$ cat config.mk
export PLATFORM = sky130hd
export DESIGN_NAME = macguffin_session_ctrl
export DESIGN_NICKNAME = d
export VERILOG_FILES = /design/src/rtl/macguffin_pkg.sv /design/src/rtl/macguffin_inflight_cnt.sv /design/src/rtl/macguffin_session_ctrl.sv
export SDC_FILE = /design/constraint.sdc
export NUM_CORES = 1
export LEC_CHECK = 0
export ABC_AREA = 1
export BUFFER_PORTS_ARGS = -buffer_cell sky130_fd_sc_hd__buf_2
export CAP_MARGIN = 20
export CORE_AREA = 2 2 220 222
export DETAILED_ROUTE_END_ITERATION = 16
export DIE_AREA = 0 0 222 224
export GPL_TIMING_DRIVEN = 0
export SLEW_MARGIN = 10
export SYNTH_ARGS = -nofsm -noshare
export SYNTH_HDL_FRONTEND = slang
export SYNTH_HIERARCHICAL = 1
export SYNTH_SLANG_ARGS = --single-unit
$ cat constraint.sdc
create_clock -name clk -period 2.9 [get_ports clk]
set_input_delay 0.58 -clock clk [delete_from_list [all_inputs] [get_ports clk]]
set_output_delay 0.58 -clock clk [all_outputs]
set_load 0.005 [all_outputs]
$ cat src/rtl/macguffin_pkg.sv
`default_nettype none
// ============================================================================
// Module   : macguffin_pkg
// Brief    : Shared widths and session state type for the MacGuffin slice.
// Revision : 1.0 - initial release
// ============================================================================
package macguffin_pkg;

    localparam int KEY_W    = 128;
    localparam int BLK_W    = 64;
    localparam int RK_W     = 48;
    localparam int N_ROUNDS = 32;

    typedef enum logic [2:0] {
        NOKEY   = 3'd0,
        KS_RST  = 3'd1,
        KS_WAIT = 3'd2,
        RUN     = 3'd3,
        DRAIN   = 3'd4
    } sess_state_t;

endpackage
`default_nettype wire

$ cat src/rtl/macguffin_inflight_cnt.sv
`default_nettype none
// ============================================================================
// Module   : macguffin_inflight_cnt
// Brief    : Up/down saturating count of blocks held inside the cipher core.
// Revision : 1.0 - initial release
// ============================================================================
module macguffin_inflight_cnt #(
    parameter int MAX_INFLIGHT = 8,
    parameter int CNT_W        = 4
) (
    input  logic clk,
    input  logic rst,
    input  logic inc,
    input  logic dec,
    output logic zero,
    output logic full
);

    logic [CNT_W-1:0] r_count;

    always_ff @(posedge clk) begin
        if (rst) begin
            r_count <= '0;
        end else if (inc && !dec && !full) begin
            r_count <= r_count + 1'b1;
        end else if (dec && !inc && !zero) begin
            r_count <= r_count - 1'b1;
        end
    end

    assign zero = (r_count == '0);
    assign full = (r_count == CNT_W'(MAX_INFLIGHT));

    // An output with nothing in flight means the core emitted a block it never received.
    a_no_underflow : assert property (@(posedge clk) disable iff (rst) !(dec && zero));

endmodule
`default_nettype wire

$ cat src/rtl/macguffin_session_ctrl.sv
`default_nettype none
// ============================================================================
// Module   : macguffin_session_ctrl
// Brief    : Sequences key_setup and block encryption for one user session.
// Revision : 1.0 - initial release
// ============================================================================
module macguffin_session_ctrl
    import macguffin_pkg::*;
#(
    parameter int MAX_INFLIGHT = 8,
    parameter int CNT_W        = 4,
    parameter int KS_RST_CYC   = 2,
    parameter int KS_TIMEOUT   = 255
) (
    input  logic              clk,
    input  logic              rst,
    input  logic [KEY_W-1:0]  s_key_tdata,
    input  logic              s_key_tvalid,
    output logic              s_key_tready,
    input  logic [BLK_W-1:0]  s_axis_tdata,
    input  logic              s_axis_tvalid,
    output logic              s_axis_tready,
    output logic [BLK_W-1:0]  m_axis_tdata,
    output logic              m_axis_tvalid,
    input  logic              m_axis_tready,
    output logic [BLK_W-1:0]  core_s_tdata,
    output logic              core_s_tvalid,
    input  logic              core_s_tready,
    input  logic [BLK_W-1:0]  core_m_tdata,
    input  logic              core_m_tvalid,
    output logic              core_m_tready,
    output logic [KEY_W-1:0]  ks_key,
    output logic              ks_rst,
    input  logic              ks_key_ready,
    output logic              busy,
    output logic              err,
    output logic [31:0]       block_count
);

    localparam int TMR_W = $clog2(KS_TIMEOUT + KS_RST_CYC + 1);

    localparam logic [2:0] ST_NOKEY   = NOKEY;
    localparam logic [2:0] ST_KS_RST  = KS_RST;
    localparam logic [2:0] ST_KS_WAIT = KS_WAIT;
    localparam logic [2:0] ST_RUN     = RUN;
    localparam logic [2:0] ST_DRAIN   = DRAIN;

    logic [2:0]       r_state;
    logic [KEY_W-1:0] r_ks_key;
    logic [KEY_W-1:0] r_key_pend;
    logic [TMR_W-1:0] r_tmr;
    logic             r_err;
    logic [31:0]      r_block_count;

    logic w_zero;
    logic w_full;
    logic w_gate;
    logic w_key_hs;
    logic w_in_hs;
    logic w_out_hs;

    assign w_gate   = (r_state == ST_RUN) && !w_full;
    assign w_key_hs = s_key_tvalid && s_key_tready;
    assign w_in_hs  = core_s_tvalid && core_s_tready;
    assign w_out_hs = core_m_tvalid && m_axis_tready;

    assign s_key_tready  = !rst && ((r_state == ST_NOKEY) || (r_state == ST_RUN));
    assign ks_rst        = rst || (r_state == ST_NOKEY) || (r_state == ST_KS_RST);
    assign busy          = rst || (r_state != ST_RUN);
    assign ks_key        = r_ks_key;
    assign err           = r_err;
    assign block_count   = r_block_count;

    assign core_s_tdata  = s_axis_tdata;
    assign core_s_tvalid = s_axis_tvalid && w_gate;
    assign s_axis_tready = core_s_tready && w_gate;

    // Output side is never gated so a drain always completes.
    assign m_axis_tdata  = core_m_tdata;
    assign m_axis_tvalid = core_m_tvalid;
    assign core_m_tready = m_axis_tready;

    macguffin_inflight_cnt #(
        .MAX_INFLIGHT (MAX_INFLIGHT),
        .CNT_W        (CNT_W)
    ) u_cnt (
        .clk  (clk),
        .rst  (rst),
        .inc  (w_in_hs),
        .dec  (w_out_hs),
        .zero (w_zero),
        .full (w_full)
    );

    always_ff @(posedge clk) begin
        if (rst) begin
            r_state       <= ST_NOKEY;
            r_ks_key      <= '0;
            r_key_pend    <= '0;
            r_tmr         <= '0;
            r_err         <= 1'b0;
            r_block_count <= '0;
        end else begin
            if (w_out_hs) begin
                r_block_count <= r_block_count + 32'd1;
            end
            case (r_state)
                ST_NOKEY: begin
                    if (w_key_hs) begin
                        r_ks_key <= s_key_tdata;
                        r_tmr    <= '0;
                        r_state  <= ST_KS_RST;
                    end
                end
                ST_KS_RST: begin
                    r_block_count <= '0;
                    if (r_tmr == TMR_W'(KS_RST_CYC - 1)) begin
                        r_tmr   <= '0;
                        r_state <= ST_KS_WAIT;
                    end else begin
                        r_tmr <= r_tmr + 1'b1;
                    end
                end
                ST_KS_WAIT: begin
                    // ks_key_ready is only trusted here, after the schedule was restarted.
                    if (ks_key_ready) begin
                        r_tmr   <= '0;
                        r_state <= ST_RUN;
                    end else if (r_tmr == TMR_W'(KS_TIMEOUT - 1)) begin
                        r_err   <= 1'b1;
                        r_tmr   <= '0;
                        r_state <= ST_NOKEY;
                    end else begin
                        r_tmr <= r_tmr + 1'b1;
                    end
                end
                ST_RUN: begin
                    if (w_key_hs) begin
                        r_key_pend <= s_key_tdata;
                        r_state    <= ST_DRAIN;
                    end
                end
                ST_DRAIN: begin
                    if (w_zero) begin
                        r_ks_key <= r_key_pend;
                        r_tmr    <= '0;
                        r_state  <= ST_KS_RST;
                    end
                end
                default: begin
                    r_state <= ST_NOKEY;
                end
            endcase
        end
    end

endmodule
`default_nettype wire
==> metrics.txt, run 1 <==
outcome finished, final reports clean; cell family with most CP delay buffers and inverters; GP Congestion roughly 0.87; cell count after synthesis 2110; I/O Buffers around 430; TritonCTS clock tree yes; core area around 47000 um2; DP Area 17300 um2; critical-path cell with the highest stage delay buf_2; pre-CTS setup slack -0.326 ns; Starting Density 30.3%; GRT Resource Usage Total 18.7%; Yosys reg bits slightly above 300; Hold Path Class in2reg; # fillers 5049; largest net degree at the start of global routing 15; crit share post-route a little over nine tenths; Multi-input gate area between 6000 and 7000 um2; DRC 0; Setup crit end kind output port; P&R area growth vs syn 28.9%; initial DRC count just over 900; worst-case vdd ir drop 0.401 mV; WL/cell between 15 and 20 um; CP bufs+invs 6; clk buf depth 3; min cycle time layout about 2.7 ns; setup TNS 0 ns; die area slightly below 50000 um2; hold_ws around 0.25 ns; Maximum Capacitance Violations 0; highest clock rate approximately 0.37 GHz; root buffer cell clkbuf_16; routed wire length 48.8 mm; leakage ~8.5 nW; most numerous cell on the critical path buf_2; distinct cell type count after synthesis 36; Via density about 4.6; die width 222 um; Syn Area/Cell just under 7 um2; Worst-Skew Late Latency around 0.55 ns; clock buffer count from CTS 36; initial antenna violation count 12; Mapped Area around 14000 um2; critical path type in2out; Congestion Overflow GR 0; HPWL after detailed placement 37.0 mm; wire length of the first global-routing pass between 70 and 80 mm; WP data required 2.32 ns; height of the die approximately 220 um; I/O pins 560; register-to-register setup slack around 0.20 ns; total clock sinks ~310; max-slew violations 0; Post-DRT Antenna Nets 0; Ys Warns 6; post-synthesis sequential area ratio a little over two fifths; router iterations before antenna repair 5; vias in the first global route approximately 14000; setup bufs post-CTS 0; Placed Cells incl. Taps between 3000 and 4000; critical path arrival ~2.2 ns; final setup violating endpoints 0; crit-path max FO 14; H-tree depth 2; Vias ~15000; Rows 80; critical-path cell list buf_2, inv_2, buf_2, buf_8, clkbuf_1, o21ai_0, buf_2; Overall Power between 10 and 15 mW; post-route cell area about 19000 um2; Least-Margin Pin Slew 0.966 ns; Rel. slew slack 35.6%; Startpoint Class input pin; Final Hold Viols 0; PD cells roughly 690 nW/um2; Finished Core Util 39.1%; Sequential Area a little over 6000 um2; CP max stage delay approximately 0.42 ns; nets about 2900; Worst-path clk slew ~0.06 ns; syn_nets ~2400; ratio of cells with drive above 1 in the final layout approximately a quarter; Clock Skews about 0.011 ns; final cell count without fillers 3224; final setup margin approximately 0.17 ns
[synth_stat cells]
| library cell | n | area, um2 |
|---|---|---|
| o211ai_1 | 1 | 7.51 |
| buf_6 | 10 | 113 |
| nand2_2 | 1 | 6.26 |
| buf_1 | 17 | 63.8 |
| nand2_1 | 623 | 2340 |
| and2_1 | 1 | 6.26 |
| inv_2 | 7 | 26.3 |
| a21oi_1 | 29 | 145 |
| nand3_2 | 1 | 10.0 |
| nand3b_1 | 2 | 15.0 |
| ha_1 | 6 | 75.1 |
| a21oi_2 | 2 | 17.5 |
| o21ai_1 | 13 | 65.1 |
| inv_1 | 60 | 225 |
| xnor2_1 | 1 | 8.76 |
| o21a_1 | 2 | 15.0 |
| nor2_1 | 329 | 1230 |
| nor2_2 | 3 | 18.8 |
| fa_1 | 1 | 20.0 |
| clkbuf_1 | 76 | 285 |
| a31o_2 | 1 | 8.76 |
| and3_1 | 1 | 6.26 |
| a31oi_1 | 2 | 12.5 |
| nand2_4 | 2 | 22.5 |
| dfxtp_1 | 305 | 6110 |
| o22ai_1 | 1 | 6.26 |
| o21ai_0 | 127 | 636 |
| nor3_1 | 8 | 40.0 |
| nand3_1 | 286 | 1430 |
| or2_2 | 7 | 43.8 |
| xor2_1 | 10 | 87.6 |
| buf_4 | 136 | 1020 |
| nand3_4 | 1 | 17.5 |
| and3b_1 | 1 | 8.76 |
| buf_2 | 21 | 105 |
| nand4_1 | 16 | 100 |
[tightest hold or removal path, cell delays in order]
cell and delay, ns:
buf_2 0.08, nand2_1 0.04, o21ai_0 0.05
[logic make-up after synthesis]
kind of cell    after synthesis  share of synthesized area (%)
simple gates               1282                           36.9
buf+inv                     327                           12.8
flops                       305                           42.5
compound gates              178                           6.37
xor+xnor                     11                          0.671
fa+ha+maj                     7                          0.663
[layout by cell type, fill, tap and decap left out, types with 17 or more instances in the layout]
master / netlist / layout
nand2_1: 623 / 623
nand3_1: 286 / 286
dfxtp_1: 305 / 304
buf_2: 21 / 452
o21ai_0: 127 / 127
clkbuf_1: 76 / 80
inv_1: 60 / 60
clkbuf_16: 0 / 37
buf_4: 136 / 136
buf_1: 17 / 17
nor2_1: 329 / 328
a21oi_1: 29 / 29
[registers in the layout, indices dropped and copies added, names as in the netlist]
register       flops
block_count       32
err                1
ks_key           128
r_key_pend       128
r_state            3
r_tmr              9
u_cnt/r_count      4
[repair_timing]
item                       4_1_cts  5_1_grt
hold buffers                     0        0
setup endpoints to repair        2        2
gates resized for setup          2        2
[layout make-up]
type | instances | share of cell area [%]
plain buffers | 258 | 8.55
well taps | 615 | 4.16
multi-input cells | 1478 | 34.7
repair buffers | 433 | 11.8
flip-flops and latches | 305 | 33.0
clock buffers | 55 | 5.97
diodes | 5 | 0.0676
inverters | 67 | 1.36
clock inverters | 8 | 0.406
[per-layer routing]
layer  track usage [%]  part of all wire, %  up-vias
li1                  -                    -     7544
met1              23.8                   44     6852
met2              31.5                   47      513
met3              4.17                  6.5       70
met4              6.12                  2.3        8
met5                 0                 0.11        -
[power by group]
group	leakage, nW	internal, mW	switching [mW]
logic	5.46	1.24	1.94
clock network	0.582	2.71	1.82
registers	2.47	4.73	0.310
total	8.52	8.68	4.07
[worst paths after layout]
check                   from          endpoint  depth (start not counted)
min reg2reg   r_key_pend[16]    r_key_pend[16]                          2
max                      rst            ks_rst                          7
max reg2reg       r_state[2]  u_cnt/r_count[3]                         14
min          s_key_tdata[72]    r_key_pend[72]                          3
No activity file was read; power rests on OpenSTA's default activity.
==> run 2, diff against run 1 <==
--- a/config.mk
+++ b/config.mk
@@ -5,12 +5,11 @@
 export SDC_FILE = /design/constraint.sdc
 export NUM_CORES = 1
 export LEC_CHECK = 0
-export ABC_AREA = 1
 export BUFFER_PORTS_ARGS = -buffer_cell sky130_fd_sc_hd__buf_2
 export CAP_MARGIN = 20
-export CORE_AREA = 2 2 220 222
+export CORE_AREA = 2 2 219 221
 export DETAILED_ROUTE_END_ITERATION = 16
-export DIE_AREA = 0 0 222 224
+export DIE_AREA = 0 0 221 223
 export GPL_TIMING_DRIVEN = 0
 export SLEW_MARGIN = 10
 export SYNTH_ARGS = -nofsm -noshare
==> run 2 against run 1 <==
  * Via count decreased by 15%
  * Die area down 0.89%
  * Sequential power decreased by 5.4%
  * Highest routed layer unchanged
  * Power fell by 8.2%
  * Fmax is 5.1% lower
  * Sequential share of layout area grew 0.33 points
  * Register-to-register slack lost 0.10 ns
  * Critical endpoint unchanged
  * Count of clock-buffer cells in the layout is 4 lower
  * Worst hold slack better by 0.0031 ns
==> metrics.txt, run 2 <==
distinct cell type count after synthesis just under 60; clock buffer count from CTS 35; I/O pins between 500 and 600; Commonest cells post-synth 305 x dfxtp_1, 275 x nand2_1, 149 x nor2_1; Worst-Skew Late Latency about 0.54 ns; I/O Buffers 431; top-count cell post-synth dfxtp_1; Yosys reg bits between 300 and 400; GRT Resource Usage Total between 10% and 20%; GP Congestion between 0.8 and 0.9; Via density approximately 4.7; DP Area between 15000 and 20000 um2; switching share of total power roughly 29%; router iterations before antenna repair 5; Ys Warns 6; Maximum Capacitance Violations 0; outcome finished, final reports clean; clock power share roughly two fifths; crit share post-route 99.4%; clk buf depth 3; simple-gate share of the synthesized area between 15 and 20%; final cell count without fillers roughly 2700; proportion of synthesized area in mux cells a little under a tenth; Rows 80; CP max stage delay roughly 0.42 ns; Worst-path clk slew 0.06 ns; Logic pwr share 20.4%; final setup violating endpoints 0; Mapped Area 14200 um2; critical-path cell with the highest stage delay buf_2; total clock sinks between 300 and 400; commonest non-fill, non-tap cell in the layout buf_2; critical-path cell list buf_2, buf_2, clkinv_4, clkbuf_2, o21ai_0, buf_2; area share of fa/ha/maj cells after synthesis less than 1%; height of the die 223 um; unrepaired setup endpoints after global routing true; critical path arrival between 2 and 2.5 ns; die area roughly 49000 um2; initial antenna violation count 15; leakage approximately 8.4 nW; Syn Area/Cell approximately 9.0 um2; setup bufs post-CTS 0; syn_nets 1843; Clock Skews ~0.017 ns; leading post-synthesis cells by cell area dfxtp_1 43%, a211oi_2 11%, mux2i_1 9.0%; Vias between 10000 and 15000; post-synthesis sequential area ratio a little over two fifths; cell count after synthesis 1572; root buffer cell clkbuf_16; min cycle time layout 2.88 ns; core area approximately 47000 um2; initial DRC count 664; P&R area growth vs syn 29.1%; Hold Path Class in2reg; DRC 0; wire length of the first global-routing pass around 69 mm; post-route cell area between 15000 and 20000 um2; critical path type in2out; highest clock rate around 0.35 GHz; vias in the first global route ~12000; Rel. slew slack a little under two fifths; Congestion Overflow GR 0; asr flop ratio synth 0%; register-to-register setup slack about 0.10 ns; Least-Margin Pin Slew just over 0.9 ns; area share of the leading cell type in the synthesized netlist between 40% and 50%; largest net degree at the start of global routing 20; dominant cell type by area after synthesis dfxtp_1; commonest cells after routing, fill and taps aside 474 x buf_2, 302 x dfxtp_1, 275 x nand2_1, 149 x nor2_1, 147 x buf_4; Synth Area in XOR/XNOR under 10%; hold_ws approximately 0.25 ns; Multi-input gate area 6550 um2; most numerous cell on the critical path buf_2; nets around 2300; worst-case vdd ir drop 0.367 mV; P_int about 8.3 mW; Synth Area in Compound Gates 19.3%; HPWL after detailed placement 33.3 mm; Post-DRT Antenna Nets 0; WL/cell 16.7 um; # fillers approximately 4800; Primary FF master, synth dfxtp_1; WP data required about 2.3 ns; Starting Density about 30%; max-slew violations 0; Sequential Area approximately 6100 um2; Final Hold Viols 0; die width ~220 um; routed wire length 44.6 mm; H-tree depth 2; Setup crit end kind output port; ratio of cells with drive above 1 in the final layout about 40%; PD cells between 600 and 700 nW/um2; crit-path max FO 15; Post-synth EDFFs 0; Placed Cells incl. Taps between 2000 and 3000; TritonCTS clock tree yes; Startpoint Class input pin; Seq pwr share 40.7%; largest family of logic cells by synthesized area compound AO/OA/AOI/OAI gates; switching power roughly 3.4 mW
run 2: cell families (layout without fill, tap and decap cells):
family                   after synthesis  after routing
multiplexers                         129            129
adder cells (fa/ha/maj)                7              7
flip-flops                           305            305
AO/OA/AOI/OAI                        340            340
other                                  0              2
buffers and inverters                252            743
AND/OR/NAND/NOR                      522            522
XOR/XNOR                              17             17
run 2: path summary, 6_finish.rpt:
| check | from | endpoint | depth (start not counted) |
|---|---|---|---|
| setup reg to reg | r_state[2] | r_key_pend[58] | 7 |
| hold reg to reg | r_key_pend[26] | r_key_pend[26] | 2 |
| setup / recovery | rst | ks_rst | 6 |
| hold / removal | s_key_tdata[53] | r_key_pend[53] | 3 |
run 2: power groups by stage:
stage	registers, mW	logic, mW	clock network [mW]
2_1_floorplan	4.84	1.45	0
3_3_place_gp	4.84	2.36	0
3_5_place_dp	4.85	2.41	0
4_1_cts	4.77	2.42	4.67
5_1_grt	4.81	2.62	4.84
6_report	4.77	2.39	4.54
run 2: routing by layer:
layer	global-route usage (%)	wire length (um)	vias up
met5	0	120	-
met4	5.82	1100	20
met3	4.85	3180	77
met2	28.3	20900	418
met1	22.0	19300	5928
li1	-	-	6251
run 2: final cells by class:
cell class,count,area share [%]
antenna,2,0.0273
inverter,6,0.150
tap,615,4.20
buffer,244,8.32
timing repair buffer,431,11.8
multi-input combinational,1015,35.7
sequential,305,33.3
clock buffer,51,5.66
clock inverter,11,0.812
run 2: stage by stage:
step / power, mW / worst slack, ns / utilization [%] / setup TNS (ns)
global placement: 7.21 / -0.889 / 36.3 / -20.40
global route: 12.3 / -0.0479 / 38.9 / -0.0587
finish: 11.7 / 0.0179 / 38.9 / 0
CTS: 11.9 / 0.0106 / 38.8 / 0
detailed placement: 7.26 / -0.964 / 36.3 / -18.77
floorplan: 6.29 / 0.182 / - / 0
run 2: timing repair:
action                                  CTS  global route
hold buffers                              0             0
pin swaps                                 1             1
endpoints found under the setup margin    4           139
hold endpoints to repair                  0             0
gates resized for setup                   7             3
run 2: worst max-delay path, delay by kind of cell:
family          cells  cell delay (ns)
buf+inv             5             1.47
compound gates      1             0.24
